==> src/rtl/la_nordet.sv <==
// la_nordet: registered N-input NOR detector with hold-time qualification,
// rise/fall pulses and a saturating event counter. Optional macro: LA_NORDET_STICKY_EN (sticky 'seen' flag).
module la_nordet #(
    parameter int N    = 4,
    parameter int HOLD = 4,
    parameter int CW   = 8,
    parameter     PROP = "DEFAULT"
) (
    input  logic          clk,
    input  logic          nreset,
    input  logic          en,
    input  logic          clear,
    input  logic [N-1:0]  in,
    output logic          z,
    output logic          rise,
    output logic          fall,
    output logic [CW-1:0] evcnt,
    output logic          seen
);

    localparam int            HW        = $clog2(HOLD + 1);
    localparam logic [HW-1:0] HOLD_LAST = HW'(HOLD - 1);
    localparam logic [HW-1:0] CNT_ONE   = HW'(1);
    localparam logic [HW-1:0] CNT_ZERO  = {HW{1'b0}};
    localparam logic [CW-1:0] EV_ONE    = CW'(1);
    localparam logic [CW-1:0] EV_ZERO   = {CW{1'b0}};
    localparam logic [CW-1:0] EV_MAX    = {CW{1'b1}};

    typedef enum logic [1:0] {
        S_IDLE   = 2'd0,
        S_QUAL   = 2'd1,
        S_ACTIVE = 2'd2
    } state_t;

    // PROP carries no behaviour; both branches are intentionally empty.
    if (PROP == "DEFAULT") begin : g_prop_default
    end else begin : g_prop_custom
    end

    state_t        state_r, state_s;
    logic [HW-1:0] cnt_r, cnt_s;
    logic [N-1:0]  in_q_r;
    logic          z_r, rise_r, fall_r;
    logic [CW-1:0] evcnt_r, evcnt_s;
    logic          raw_s, enter_s, leave_s;

    assign raw_s = ~|in_q_r;

    // Input sampling register; resets to all-ones so nothing qualifies out of reset.
    always_ff @(posedge clk or negedge nreset) begin
        if (!nreset) begin
            in_q_r <= {N{1'b1}};
        end else begin
            in_q_r <= in;
        end
    end

    // Next-state and hold-counter logic of the qualification FSM.
    always_comb begin
        state_s = state_r;
        cnt_s   = cnt_r;
        case (state_r)
            S_IDLE: begin
                if (en && raw_s) begin
                    if (HOLD == 1) begin
                        state_s = S_ACTIVE;
                        cnt_s   = CNT_ZERO;
                    end else begin
                        state_s = S_QUAL;
                        cnt_s   = CNT_ONE;
                    end
                end else begin
                    state_s = S_IDLE;
                    cnt_s   = CNT_ZERO;
                end
            end
            S_QUAL: begin
                if (en && raw_s) begin
                    if (cnt_r == HOLD_LAST) begin
                        state_s = S_ACTIVE;
                        cnt_s   = CNT_ZERO;
                    end else begin
                        state_s = S_QUAL;
                        cnt_s   = cnt_r + CNT_ONE;
                    end
                end else begin
                    state_s = S_IDLE;
                    cnt_s   = CNT_ZERO;
                end
            end
            S_ACTIVE: begin
                if (en && raw_s) begin
                    state_s = S_ACTIVE;
                    cnt_s   = CNT_ZERO;
                end else begin
                    state_s = S_IDLE;
                    cnt_s   = CNT_ZERO;
                end
            end
            default: begin
                state_s = S_IDLE;
                cnt_s   = CNT_ZERO;
            end
        endcase
    end

    // Transition decode; a drop caused by en=0 is not a qualified fall.
    always_comb begin
        enter_s = (state_s == S_ACTIVE) && (state_r != S_ACTIVE);
        leave_s = (state_r == S_ACTIVE) && (state_s != S_ACTIVE) && en;
    end

    // Saturating event counter next value; a coincident entry wins over clear.
    always_comb begin
        evcnt_s = evcnt_r;
        if (enter_s && clear) begin
            evcnt_s = EV_ONE;
        end else if (enter_s) begin
            if (evcnt_r == EV_MAX) begin
                evcnt_s = evcnt_r;
            end else begin
                evcnt_s = evcnt_r + EV_ONE;
            end
        end else if (clear) begin
            evcnt_s = EV_ZERO;
        end else begin
            evcnt_s = evcnt_r;
        end
    end

    // FSM state, hold counter and registered outputs.
    always_ff @(posedge clk or negedge nreset) begin
        if (!nreset) begin
            state_r <= S_IDLE;
            cnt_r   <= CNT_ZERO;
            z_r     <= 1'b0;
            rise_r  <= 1'b0;
            fall_r  <= 1'b0;
            evcnt_r <= EV_ZERO;
        end else begin
            state_r <= state_s;
            cnt_r   <= cnt_s;
            z_r     <= (state_s == S_ACTIVE);
            rise_r  <= enter_s;
            fall_r  <= leave_s;
            evcnt_r <= evcnt_s;
        end
    end

    assign z     = z_r;
    assign rise  = rise_r;
    assign fall  = fall_r;
    assign evcnt = evcnt_r;

`ifdef LA_NORDET_STICKY_EN
    logic seen_r;

    // Sticky flag: set with each rise, cleared only by clear or reset.
    always_ff @(posedge clk or negedge nreset) begin
        if (!nreset) begin
            seen_r <= 1'b0;
        end else if (enter_s) begin
            seen_r <= 1'b1;
        end else if (clear) begin
            seen_r <= 1'b0;
        end else begin
            seen_r <= seen_r;
        end
    end

    assign seen = seen_r;
`else
    assign seen = 1'b0;
`endif

endmodule

==> config.mk <==
export PLATFORM = sky130hd
export DESIGN_NAME = la_nordet
export DESIGN_NICKNAME = d
export VERILOG_FILES = /design/src/rtl/la_nordet.sv
export SDC_FILE = /design/constraint.sdc
export NUM_CORES = 1
export LEC_CHECK = 0
export ABC_AREA = 1
export ABC_CLOCK_PERIOD_IN_PS = 1700
export BUFFER_PORTS_ARGS = -buffer_cell sky130_fd_sc_hd__buf_2
export CAP_MARGIN = 10
export CORE_AREA = 2 2 47 49
export DETAILED_ROUTE_END_ITERATION = 12
export DIE_AREA = 0 0 49 51
export MAX_ROUTING_LAYER = met4
export PLACE_DENSITY = 0.73
export SLEW_MARGIN = 15
export SYNTH_ARGS = -nofsm -noshare
export SYNTH_HDL_FRONTEND = slang
export SYNTH_SLANG_ARGS = --single-unit
==> constraint.sdc <==
create_clock -name clk -period 1.7 [get_ports clk]
set_input_delay 0.085 -clock clk [delete_from_list [all_inputs] [get_ports clk]]
set_output_delay 0.085 -clock clk [all_outputs]
set_load 0.01 [all_outputs]
; ---- Yosys cells after proc, flatten, opt, wreduce, memory -nomap -nowiden
; Index checks and enable logic that the tools add are counted.
[word_totals]
ff_bits = 20
latchBits = 0
ram_bits = 0
romBits = 0
elab_cells = 40
mem_count = 0
[classes]
addsub = 2
multipliers = 0
div_mod_pow = 0
order_cmp = 0
eq_ne = 8
shift = 0
n_mux = 13
bitwise = 0
reduce_logical = 10
[op_table]
columns = operator, n
row1 = 8-bit 2-to-1 mux, 4
row2 = 8-bit by 1-bit adder with 8-bit output (second input constant), 1
row3 = 8-bit == test (second input constant), 1
row4 = 2-bit 2-to-1 mux, 3
row5 = 3-bit 2-to-1 mux, 2
row6 = 2-bit one-hot mux with 3 select lines, 1
row7 = 3-bit one-hot mux with 2 select lines, 1
row8 = 1-bit logical AND, 5
row9 = 2-bit == test (second input constant), 2
row10 = 2-bit != test (second input constant), 2
row11 = 4-bit OR reduction, 1
row12 = 3-bit by 1-bit adder with 3-bit output (second input constant), 1
row13 = 3-bit by 2-bit == test with 1-bit output (second input constant), 1
row14 = 3-bit != test (second input constant), 1
row15 = 3-bit nonzero test, 1
row16 = 2-bit by 1-bit == test with 1-bit output (second input constant), 1
row17 = 2-bit zero test, 1
row18 = 1-bit 2-to-1 mux, 2
row19 = 2-bit AND reduction, 1
row20 = 1-bit zero test, 1

; ---- Logic depth before layout (Yosys ltp)
; Gate-level depths: netlist of run 1.
[depth]
depth_word = 10
mapped_depth = 9
mapped_depth_nobuf = 9

; ---- Least setup slack after synthesis of run 1
; No wires, ideal clock.
[synth_path]
kind = flip-flop to flip-flop
from = register evcnt_r[0] (netlist: evcnt[0])
to = register evcnt_r[6] (netlist: evcnt[6])
setup_ps = 118
arrival_time_ps = 1200
required_ps = 1582
slack_ps = 382
path_stages_with_launch = 10
synth_period_minus_slack_ps = 1318
cell_sequence = dfrtp_1 > ha_1 > nand2_1 > nor2_2 > nand2_2 > nand3_2 > nand2_4 > inv_4 > nand2_1 > nand2_1
[synth_between]
elab_chain_cells = 4
word_cells_on_any_way = 7
classes_between = add/sub (1) / eq/ne (2) / mux (3) / reduce/logical (1)
[synth_rtl]
columns = item, line_no
row1 = start: declaration, 44  ; logic [CW-1:0] evcnt_r, evcnt_s;
row2 = start signal: assignment, 146  ; evcnt_r <= evcnt_s;
row3 = 8-bit by 1-bit adder with 8-bit output, 122  ; evcnt_s = evcnt_r + EV_ONE;
row4 = 8-bit 2-to-1 mux, 119  ; if (evcnt_r == EV_MAX) begin
row5 = 8-bit 2-to-1 mux, 118  ; end else if (enter_s) begin
row6 = 8-bit 2-to-1 mux, 116  ; if (enter_s && clear) begin
; Parallel ways exist; a longest one is shown, timed or not. The select of a mux whose other input is x is not followed.
; A chain may end at the register's enable or synchronous reset.

; ---- Worst setup path after layout of run 1
; Ends and elaborated chain as after synthesis.

==> metrics.md, run 1 <==
| Metric | Value |
|---|---|
| Crit. path cell count | `9` |
| Crit Reg-Reg Endpoint | `evcnt[6]` |
| Global placement routability congestion | `roughly 0.95` |
| Mapped cell area | `971 µm²` |
| CTS tree | `yes` |
| Yosys reg bits | `20` |
| Flop pwr share | `64.9%` |
| Run status | `complete, no violations` |
| Total die area | `between 2000 and 2500 µm²` |
| CTS buffer count | `3` |
| Num ports | `20` |
| Vias post-DR | `approximately 820` |
| FF-to-FF setup slack | `approximately 0.25 ns` |
| Final WS setup | `between 0.2 and 0.25 ns` |
| Area leader, netlist | `dfrtp_1` |
| Area growth from synthesis to layout | `20.0%` |
| CTS root buf | `clkbuf_4` |
| Maximum vdd ir drop | `about 0.00038 V` |
| Initial antenna violation count | `0` |
| Worst Skew | `0.00372 ns` |
| Max-cap violations | `0` |
| Total GRT Usage | `between 10% and 20%` |
| Final hold vios | `0` |
| Iter 0 DRT Violations | `14` |
| FILL cells | `~200` |
| Largest cells by area after synthesis | `dfrtp_1 41%, nand2_1 14%, dfstp_2 11%` |
| Switching Share | `20.9%` |
| Row count | `17` |
| Mapped Nets | `124` |
| Endpoints failing setup | `0` |
| Slew Viols, Final | `0` |
| H-tree Lvls | `1` |
| DP Worst Slack | `between 0.2 and 0.3 ns` |
| RSZ-0062 raised after global routing | `no` |
| CP endpoint kind | `register` |
| Average wire per standard cell | `11.5 µm` |
| Placed Cells | `about 160` |
| Die X-Extent | `about 50 µm` |
| First-pass GRT wire length | `approximately 3400 µm` |
| Skew-Pair Late Insertion Delay | `about 0.28 ns` |
| Comb power frac | `under 10%` |
| Synth cell types | `24` |
| Clock Path Buffers | `2` |
| Synthesized netlist cell count | `approximately 110` |
| Total negative slack | `0 ns` |
| Reg2reg start | `evcnt[0]` |
| Vias in the first global route | `around 800` |
| Crit path buffers/inverters | `1` |
| Clk network pwr share | `29.3%` |
| CORE AREA | `between 2000 and 2500 µm²` |
| Hold Crit Endpoint | `fall` |
| Tmin final | `1.45 ns` |
| FMAX | `around 690 MHz` |
| Final net count | `between 150 and 200` |
| Post-route antenna net violation count | `0` |
| Warnings, synthesis | `0` |
| Largest net degree at the start of global routing | `21` |
| Most frequent CP cell | `nand2_1` |
| Tcrit/Tclk final | `85.4%` |
| P_sw | `approximately 0.00016 W` |
| Routed vias/inst | `4.90` |
| Worst Hold Launch | `en` |
| Non-filler instance count after layout | `between 150 and 200` |
| Clock slew at reported path FFs | `approximately 0.10 ns` |
| Antenna Cells | `0` |
| Int Power | `between 0.0005 and 0.0006 W` |
| Die Span Y | `51 µm` |
| Hold depth | `3` |
| Family with the most delay on the worst path | `simple AND/OR/NAND/NOR gates` |
| Hpwl dp | `1470 µm` |
| Type of the tightest min-delay check | `in2reg` |
| Arrival time at the worst endpoint | `about 1.7 ns` |
| Crit path kind | `reg2reg` |
| Worst Path Required | `slightly below 2 ns` |
| Share of cells above drive strength 1 | `between 20% and 30%` |
| Worst setup SP type | `register` |
| Power Total | `0.000750 W` |
| Final Util | `between 50 and 60%` |
| Total grt overflow | `0` |
| Synth top area share | `around 41%` |
| Sequential cell area fraction in the yosys report | `~52%` |
| Leakage power | `0.655 nW` |
| Ordered cell list for the critical path | `ha_1, nand2_1, nor2_2, nand2_2, nand3_2, nand2_4, inv_4, nand2_1, nand2_1` |
| IO buf count | `18` |
| PD cells | `about 640 nW/µm²` |
| CP Max Fanout | `8` |
| Routed WL | `1940 µm` |
| Avg Inst Size Synth | `around 8.5 µm²` |
| Worst path slowest cell | `dfrtp_1` |
| CTS resizes | `0` |
| DRC errors left | `0` |
| Reg2reg path depth | `9` |
| Initial Util | `about 47%` |
| DRT Pass-1 Iters | `4` |
| Num Clock Sinks | `20` |
| Max incr delay on CP | `~0.46 ns` |
==> placed cells by master, fill, tap and decap left out, types with 2 or more instances in the layout <==
master         count
nand2_1           35
buf_2             18
nor2_2             2
ha_1               2
a21oi_1            2
clkbuf_4           3
dlygate4sd3_1      5
inv_1             11
dfstp_2            4
nor2_1            12
nand2_4            2
nand3_1           10
nand4_1            5
dfrtp_1           16
==> worst max-delay path by stage <==
stage | start | end | slack, ns
floorplan | evcnt[0] | evcnt[6] | 0.38
global placement | evcnt[0] | evcnt[6] | 0.31
detailed placement | evcnt[0] | evcnt[6] | 0.29
CTS | evcnt[0] | evcnt[2] | 0.27
global route | evcnt[0] | evcnt[6] | 0.14
finish | evcnt[0] | evcnt[6] | 0.25
==> cells in the mapped netlist (all sizes together) <==
master	count
a211oi	1
a21oi	2
and3	1
buf	1
clkinv	1
conb	1
dfrtp	16
dfstp	4
ha	2
inv	12
nand2	38
nand3	11
nand4	5
nor2	15
nor4	1
o21bai	1
or2	1
xor2	1
==> metrics by stage <==
stage,hold WS [ns],instance area (µm²)
final,0.0579,1160
after global routing,0.0535,1160
after CTS,0.0473,1160
after floorplan,-0.211,971
after global placement,0.0542,1090
after detailed placement,0.0505,1090
==> cell type report <==
cell class	count	area (µm²)	share of cell area [%]
inverters	13	56.3	4.83
multi-input cells	80	402	34.5
repair buffers	23	140	12.0
flip-flops and latches	20	505	43.4
well taps	28	35.0	3.01
clock buffers	4	26.3	2.26
==> power groups by stage <==
stage	combinational [W]	sequential, W	clock, W
after detailed placement	0.0000354	0.000496	0
after floorplan	0.0000156	0.000495	0
after global placement	0.0000349	0.000495	0
final	0.0000435	0.000487	0.000220
after CTS	0.0000442	0.000487	0.000234
after global routing	0.0000495	0.000488	0.000256
==> cells by family (layout without fill, tap and decap cells) <==
| group | count (synthesis) | after routing | synth area share, % |
|---|---|---|---|
| XOR/XNOR | 1 | 1 | 0.902 |
| adder cells (fa/ha/maj) | 2 | 2 | 2.58 |
| AND/OR/NAND/NOR | 72 | 72 | 34.9 |
| AO/OA/AOI/OAI | 4 | 4 | 2.58 |
| buffers and inverters | 14 | 40 | 6.57 |
| other | 1 | 1 | 0.386 |
| flip-flops | 20 | 20 | 52.1 |
==> worst reg2reg max path, delay by kind of cell (launching register included) <==
family / cells / cell delay [ns]
DFF: 1 / 0.46
buffers and inverters: 1 / 0.11
and+or+nand+nor: 7 / 0.61
adders and majority gates: 1 / 0.23
==> layer usage <==
layer,GRT usage (%),vias up,part of all wire [%]
met5,-,-,0
met1,22.2,383,44
met2,30.1,26,49
met4,6.67,0,0.72
li1,-,411,-
met3,3.51,4,5.4
==> timing repair <==
action,in CTS,in global routing
hold buffers,5,0
buffers inserted,0,0
hold endpoints to repair,20,0
==> registers in the layout, indices dropped and copies added, names as in the netlist <==
signal / cells
in_q_r: 4
rise: 1
fall: 1
z: 1
cnt_r: 3
state_r: 2
evcnt: 8
Note: power is estimated with default switching activity, not from simulation.
==> inputs of run 2 (changes only) <==
--- a/config.mk
+++ b/config.mk
@@ -13,7 +13,8 @@
 export DETAILED_ROUTE_END_ITERATION = 12
 export DIE_AREA = 0 0 49 51
 export MAX_ROUTING_LAYER = met4
-export PLACE_DENSITY = 0.73
+export PLACE_DENSITY = 0.72
+export SKIP_CTS_REPAIR_TIMING = 1
 export SLEW_MARGIN = 15
 export SYNTH_ARGS = -nofsm -noshare
 export SYNTH_HDL_FRONTEND = slang
==> run 2 against run 1 <==
  * Highest routed layer unchanged
  * Global-route usage down 0.14 points
  * Largest cell class unchanged
  * Final area grew 0.86%
  * Utilization grew 0.49 points
  * Hold slack lost 0.0093 ns
  * Critical path depth did not move
  * Flip-flop and latch count is the same
  * Clock power is 20% higher
  * First-iteration DRC count up 57%
  * Sequential power barely moved
  * Die area is the same
  * Non-clock buffer count unchanged
==> metrics.md, run 2 (same netlist as run 1, synthesis figures left out) <==
| Metric | Value |
|---|---|
| Run status | `complete, no violations` |
| Vias post-DR | `829 (+0.61%)` |
| Clock Path Buffers | `2 (unchanged)` |
| Tmin final | `1.43 ns (-0.0263 ns)` |
| Row count | `17 (unchanged)` |
| Switching Share | `20.4% (-0.49 points)` |
| Most frequent cells in the layout | `35 x nand2_1, 18 x buf_2, 16 x dfrtp_1, 12 x nor2_1, 11 x inv_1` |
| Endpoints failing setup | `0 (unchanged)` |
| Slew Viols, Final | `0 (unchanged)` |
| Int Power | `0.000632 W (+6.6%)` |
| CP Max Fanout | `8 (unchanged)` |
| FMAX | `702 MHz (+1.8%)` |
| Hpwl dp | `1500 µm (+1.6%)` |
| Comb power frac | `5.5% (-0.3 points)` |
| Dpl cell area | `1090 µm² (unchanged)` |
| Largest net degree at the start of global routing | `21 (unchanged)` |
| Average wire per standard cell | `11.6 µm (+0.26%)` |
| PD cells | `676 nW/µm² (+5.1%)` |
| P_sw | `0.000162 W (+3.5%)` |
| Worst setup SP type | `register` |
| Family with the most delay on the worst path | `simple AND/OR/NAND/NOR gates` |
| Final net count | `151 (unchanged)` |
| Die Span Y | `51 µm (unchanged)` |
| Vias in the first global route | `808 (+0.87%)` |
| Leakage power | `0.661 nW (+0.92%)` |
| Post-route antenna net violation count | `0 (unchanged)` |
| Total negative slack | `0 ns (unchanged)` |
| Num Clock Sinks | `20 (unchanged)` |
| CTS buffer count | `3 (unchanged)` |
| Initial Util | `47.1% (unchanged)` |
| CTS tree | `yes` |
| Clock slew at reported path FFs | `0.11 ns (about the same)` |
| DRT Pass-1 Iters | `4 (unchanged)` |
| Type of the tightest min-delay check | `in2reg` |
| Antenna Cells | `0 (unchanged)` |
| DRC errors left | `0 (unchanged)` |
| Maximum vdd ir drop | `0.000371 V (-2.9%)` |
| H-tree Lvls | `1 (unchanged)` |
| RSZ-0062 raised after global routing | `no` |
| First-pass GRT wire length | `3340 µm (-2.4%)` |
| Non-filler instance count after layout | `168 (unchanged)` |
| Total GRT Usage | `18.0% (-0.14 points)` |
| Routed WL | `1940 µm (+0.26%)` |
| Worst Path Required | `1.89 ns (-0.04 ns)` |
| Max reg flops | `8 (unchanged)` |
| Finished Cell Area | `1170 µm² (+0.86%)` |
| Tcrit/Tclk final | `83.8% (-1.5 points)` |
| Ordered cell list for the critical path | `ha_1, nand2_1, nor2_2, nand2_2, nand3_2, nand2_4, inv_4, nand2_1, nand2_1` |
| Worst Skew | `0.00646 ns (+0.00274 ns)` |
| Clk network pwr share | `33.3% (+4.0 points)` |
| Final hold vios | `0 (unchanged)` |
| Die X-Extent | `49 µm (unchanged)` |
| Most frequent CP cell | `nand2_1` |
| Flop pwr share | `61.3% (-3.6 points)` |
| CORE AREA | `2060 µm² (unchanged)` |
| Most common cell after layout, fill and taps aside | `nand2_1` |
| Placed Cells | `159 (unchanged)` |
| Iter 0 DRT Violations | `22 (+8)` |
| Num ports | `20 (unchanged)` |
| CP endpoint kind | `register` |
| Routed vias/inst | `4.93 (+0.61%)` |
| Initial antenna violation count | `0 (unchanged)` |
| CTS root buf | `clkbuf_4` |
| Total grt overflow | `0 (unchanged)` |
| Area growth from synthesis to layout | `21.0%` |
| Arrival time at the worst endpoint | `1.62 ns (-0.06 ns)` |
| Share of cells above drive strength 1 | `25.7% (+0.71 points)` |
| Max-cap violations | `0 (unchanged)` |
| Crit path kind | `reg2reg` |
| Crit path buffers/inverters | `1 (unchanged)` |
| Global placement routability congestion | `0.963 (+1.4%)` |
| Skew-Pair Late Insertion Delay | `0.29 ns (about the same)` |
| Max incr delay on CP | `0.46 ns (about the same)` |
| Worst path slowest cell | `dfrtp_1` |
| IO buf count | `18 (unchanged)` |
| Total die area | `2500 µm² (unchanged)` |
-- run 2: cell count changes in the layout (fill, tap and decap cells not counted) --
| cell | change |
|---|---|
| clkbuf_8 | +1 |
| clkbuf_1 | -1 |
-- run 2: final cells by class --
cell class                 instances  area, µm²
clock buffer                       4       36.3
fill                             198        888
inverter                          13       56.3
multi-input combinational         80        402
sequential                        20        505
tap                               28       35.0
timing repair buffer              23        140
-- run 2: per-stage QoR --
| step | utilization, % | hold WS (ns) | worst slack [ns] | total power, W |
|---|---|---|---|---|
| after global placement | 52.8 | 0.0523 | 0.307 | 0.000530 |
| after detailed placement | 52.8 | 0.0563 | 0.286 | 0.000531 |
| final | 56.9 | 0.0487 | 0.275 | 0.000795 |
| after CTS | 54.5 | -0.270 | 0.270 | 0.000800 |
| after global routing | 56.9 | 0.0538 | 0.140 | 0.000833 |
| after floorplan | - | -0.211 | 0.382 | 0.000511 |
-- run 2: path summary, 6_finish.rpt --
kind / depth (start not counted) / to / slack, ns / from
setup reg to reg: 9 / evcnt[6] / 0.27 / evcnt[0]
hold reg to reg: 1 / cnt_r[0] / 0.51 / cnt_r[0]
setup / recovery: 9 / evcnt[6] / 0.27 / evcnt[0]
hold / removal: 3 / fall / 0.05 / en
max in group asynchronous: 2 / in_q_r[3] / 1.08 / nreset
min in group asynchronous: 2 / state_r[0] / 0.27 / nreset
-- run 2: power groups by stage --
stage | Combinational [W] | Clock, W | Sequential, W
finish | 0.0000436 | 0.000264 | 0.000487
global route | 0.0000491 | 0.000296 | 0.000488
CTS | 0.0000357 | 0.000278 | 0.000487
detailed placement | 0.0000355 | 0 | 0.000496
global placement | 0.0000348 | 0 | 0.000495
floorplan | 0.0000156 | 0 | 0.000495
-- run 2: layer usage --
metal	wire [µm]	track usage [%]	share of wire, %
met5	0	-	0
met4	57	11.4	2.9
met3	114	3.22	5.9
met2	925	29.5	48
met1	844	20.6	43
-- run 2: worst reg2reg max path: cells and delay by family, from the launching register on --
kind	cells	cell delay, ns
AND/OR/NAND/NOR	7	0.56
flip-flops	1	0.46
buffers and inverters	1	0.06
adder cells (fa/ha/maj)	1	0.25
==> inputs of run 3 (changes only) <==
--- a/config.mk
+++ b/config.mk
@@ -6,7 +6,7 @@
 export NUM_CORES = 1
 export LEC_CHECK = 0
 export ABC_AREA = 1
-export ABC_CLOCK_PERIOD_IN_PS = 1700
+export ABC_CLOCK_PERIOD_IN_PS = 1400
 export BUFFER_PORTS_ARGS = -buffer_cell sky130_fd_sc_hd__buf_2
 export CAP_MARGIN = 10
 export CORE_AREA = 2 2 47 49
==> constraint.sdc (replaced) <==
create_clock -name clk -period 1.4 [get_ports clk]
set_input_delay 0.07 -clock clk [delete_from_list [all_inputs] [get_ports clk]]
set_output_delay 0.07 -clock clk [all_outputs]
set_load 0.01 [all_outputs]
==> run 3 against run 2 <==
  * Utilization increased by 5.9 points
  * Clock-buffer cell count unchanged
  * Die area did not move
  * Worst setup slack worse by 0.19 ns
  * Final cell count is 6.0% higher
  * Register-to-register slack worse by 0.19 ns
  * Clock skew shrank 0.0035 ns
  * Sequential share of layout area decreased by 4.1 points
  * Clock power grew 25%
  * Sequential power rose by 22%
  * Combinational power up 28%
  * Critical path depth is the same
  * Critical endpoint is now evcnt[3]
==> metrics.md, run 3 (same netlist as run 1, synthesis figures left out) <==
| Metric | Value |
|---|---|
| Crit path buffers/inverters | `1 (unchanged)` |
| Dpl cell area | `1100 µm² (+1.4%)` |
| H-tree Lvls | `1 (unchanged)` |
| CTS tree | `yes` |
| DRC errors left | `0 (unchanged)` |
| Row count | `17 (unchanged)` |
| Top Usage Layer GRT | `met2` |
| Hpwl dp | `1430 µm (-4.5%)` |
| Clock slew at reported path FFs | `0.11 ns (about the same)` |
| Max-cap violations | `0 (unchanged)` |
| Reg2reg path depth | `9 (unchanged)` |
| CTS root buf | `clkbuf_4` |
| Slew Viols, Final | `0 (unchanged)` |
| Ordered cell list for the critical path | `ha_2, nand2_2, nor2_4, nand2_2, nand3_2, nand2_4, inv_6, nand2_1, nand2_1` |
| Final hold vios | `0 (unchanged)` |
| Global-route track usage on met1 | `20.0% (-0.60 points)` |
| Final net count | `161 (+6.6%)` |
| IO buf count | `18 (unchanged)` |
| Family with the most delay on the worst path | `simple AND/OR/NAND/NOR gates` |
| DRT Pass-1 Iters | `4 (unchanged)` |
| Total GRT Usage | `17.3% (-0.68 points)` |
| Worst Path Required | `1.64 ns (-0.25 ns)` |
| Die X-Extent | `49 µm (unchanged)` |
| Grt met3 use | `4.39% (+1.2 points)` |
| Last element of the critical path | `evcnt[3]` |
| Reg2reg start | `evcnt[1]` |
| Maximum vdd ir drop | `0.000524 V (+41%)` |
| First-pass GRT wire length | `3230 µm (-3.3%)` |
| Crit path kind | `reg2reg` |
| Met2 Use GR | `29.0% (-0.46 points)` |
| Crit. path cell count | `9 (unchanged)` |
| FMAX | `760 MHz (+8.3%)` |
| Vias post-DR | `874 (+5.4%)` |
| Type of the tightest min-delay check | `in2reg` |
| Tcrit/Tclk final | `94.0% (+10 points)` |
| Largest net degree at the start of global routing | `21 (unchanged)` |
| Area growth from synthesis to layout | `33.6%` |
| Max reg flops | `8 (unchanged)` |
| Share of cells above drive strength 1 | `34.7% (+9.0 points)` |
| Total grt overflow | `0 (unchanged)` |
| FF-to-FF setup slack | `0.08 ns (-0.19 ns)` |
| Arrival time at the worst endpoint | `1.56 ns (-0.06 ns)` |
| Worst path slowest cell | `dfrtp_1` |
| Iter 0 DRT Violations | `29 (+32%)` |
| Most frequent cells in the layout | `34 x nand2_1, 18 x buf_2, 16 x dfrtp_1, 11 x inv_1` |
| Crit Reg-Reg Endpoint | `evcnt[3]` |
| Total negative slack | `0 ns (unchanged)` |
| Worst Skew | `0.00296 ns (-0.00350 ns)` |
| Antenna Cells | `0 (unchanged)` |
| Total die area | `2500 µm² (unchanged)` |
| Tmin final | `1.32 ns (-0.110 ns)` |
| Skew-Pair Late Insertion Delay | `0.29 ns (about the same)` |
| Leakage power | `0.705 nW (+6.7%)` |
| Num Clock Sinks | `20 (unchanged)` |
| CP Max Fanout | `8 (unchanged)` |
| Hold depth | `3 (unchanged)` |
| Initial Util | `47.1% (unchanged)` |
| Finished Cell Area | `1300 µm² (+10%)` |
| Post-route antenna net violation count | `0 (unchanged)` |
| Routed vias/inst | `4.91 (-0.49%)` |
| Clock Path Buffers | `2 (unchanged)` |
| PD cells | `755 nW/µm² (+12%)` |
| Most common cell after layout, fill and taps aside | `nand2_1` |
| Worst setup SP type | `register` |
| Vias in the first global route | `785 (-2.8%)` |
| Global placement routability congestion | `0.926 (-3.8%)` |
| Run status | `complete, no violations` |
| Worst setup startpoint | `evcnt[1]` |
| Max incr delay on CP | `0.38 ns (-0.08 ns)` |
| Die Span Y | `51 µm (unchanged)` |
| CORE AREA | `2060 µm² (unchanged)` |
| Num ports | `20 (unchanged)` |
| Average wire per standard cell | `12.1 µm (+4.4%)` |
| Endpoints failing setup | `0 (unchanged)` |
| Initial antenna violation count | `0 (unchanged)` |
| CTS buffer count | `3 (unchanged)` |
| CP endpoint kind | `register` |
| Routed WL | `2150 µm (+11%)` |
run 3: area by class of cell:
cell class,instances,area [µm²]
clock buffer,4,36.3
tap,28,35.0
sequential,20,505
multi-input combinational,80,447
timing repair buffer,33,215
fill,179,766
inverter,13,58.8
run 3: power by group:
group / switching [W] / internal [W]
registers: 0.00000382 / 0.000589
logic: 0.0000340 / 0.0000218
clock network: 0.000173 / 0.000158
total: 0.000211 / 0.000769
run 3: worst min-delay path: cells and delay by family:
kind / cells / cell delay, ns
and+or+nand+nor: 1 / 0.07
buffers and inverters: 2 / 0.15
run 3: routing by layer:
layer	part of all wire, %	vias to the layer above	wire [µm]
met5	0	-	0
met4	1.1	0	23
met3	5.4	4	116
met2	51	26	1090
met1	43	412	920
li1	-	432	-
run 3: through the flow:
| stage | setup WS (ns) | util (%) | power, W | instances | hold slack (ns) |
|---|---|---|---|---|---|
| global placement | 0.0326 | 53.5 | 0.000643 | 161 | 0.0352 |
| floorplan | 0.0817 | - | 0.000620 | 114 | -0.226 |
| detailed placement | 0.0193 | 53.5 | 0.000645 | 161 | 0.0469 |
| finish | 0.0846 | 62.9 | 0.000980 | 178 | 0.0188 |
| CTS | -0.00572 | 55.2 | 0.000979 | 165 | -0.292 |
| global route | -0.0308 | 62.9 | 0.00103 | 178 | 0.0296 |
run 3: how the worst min path moves through the flow:
stage	from	end
floorplan	nreset	cnt_r[0]
global placement	nreset	fall
detailed placement	nreset	fall
CTS	nreset	state_r[0]
global route	en	cnt_r[2]
finish	en	fall
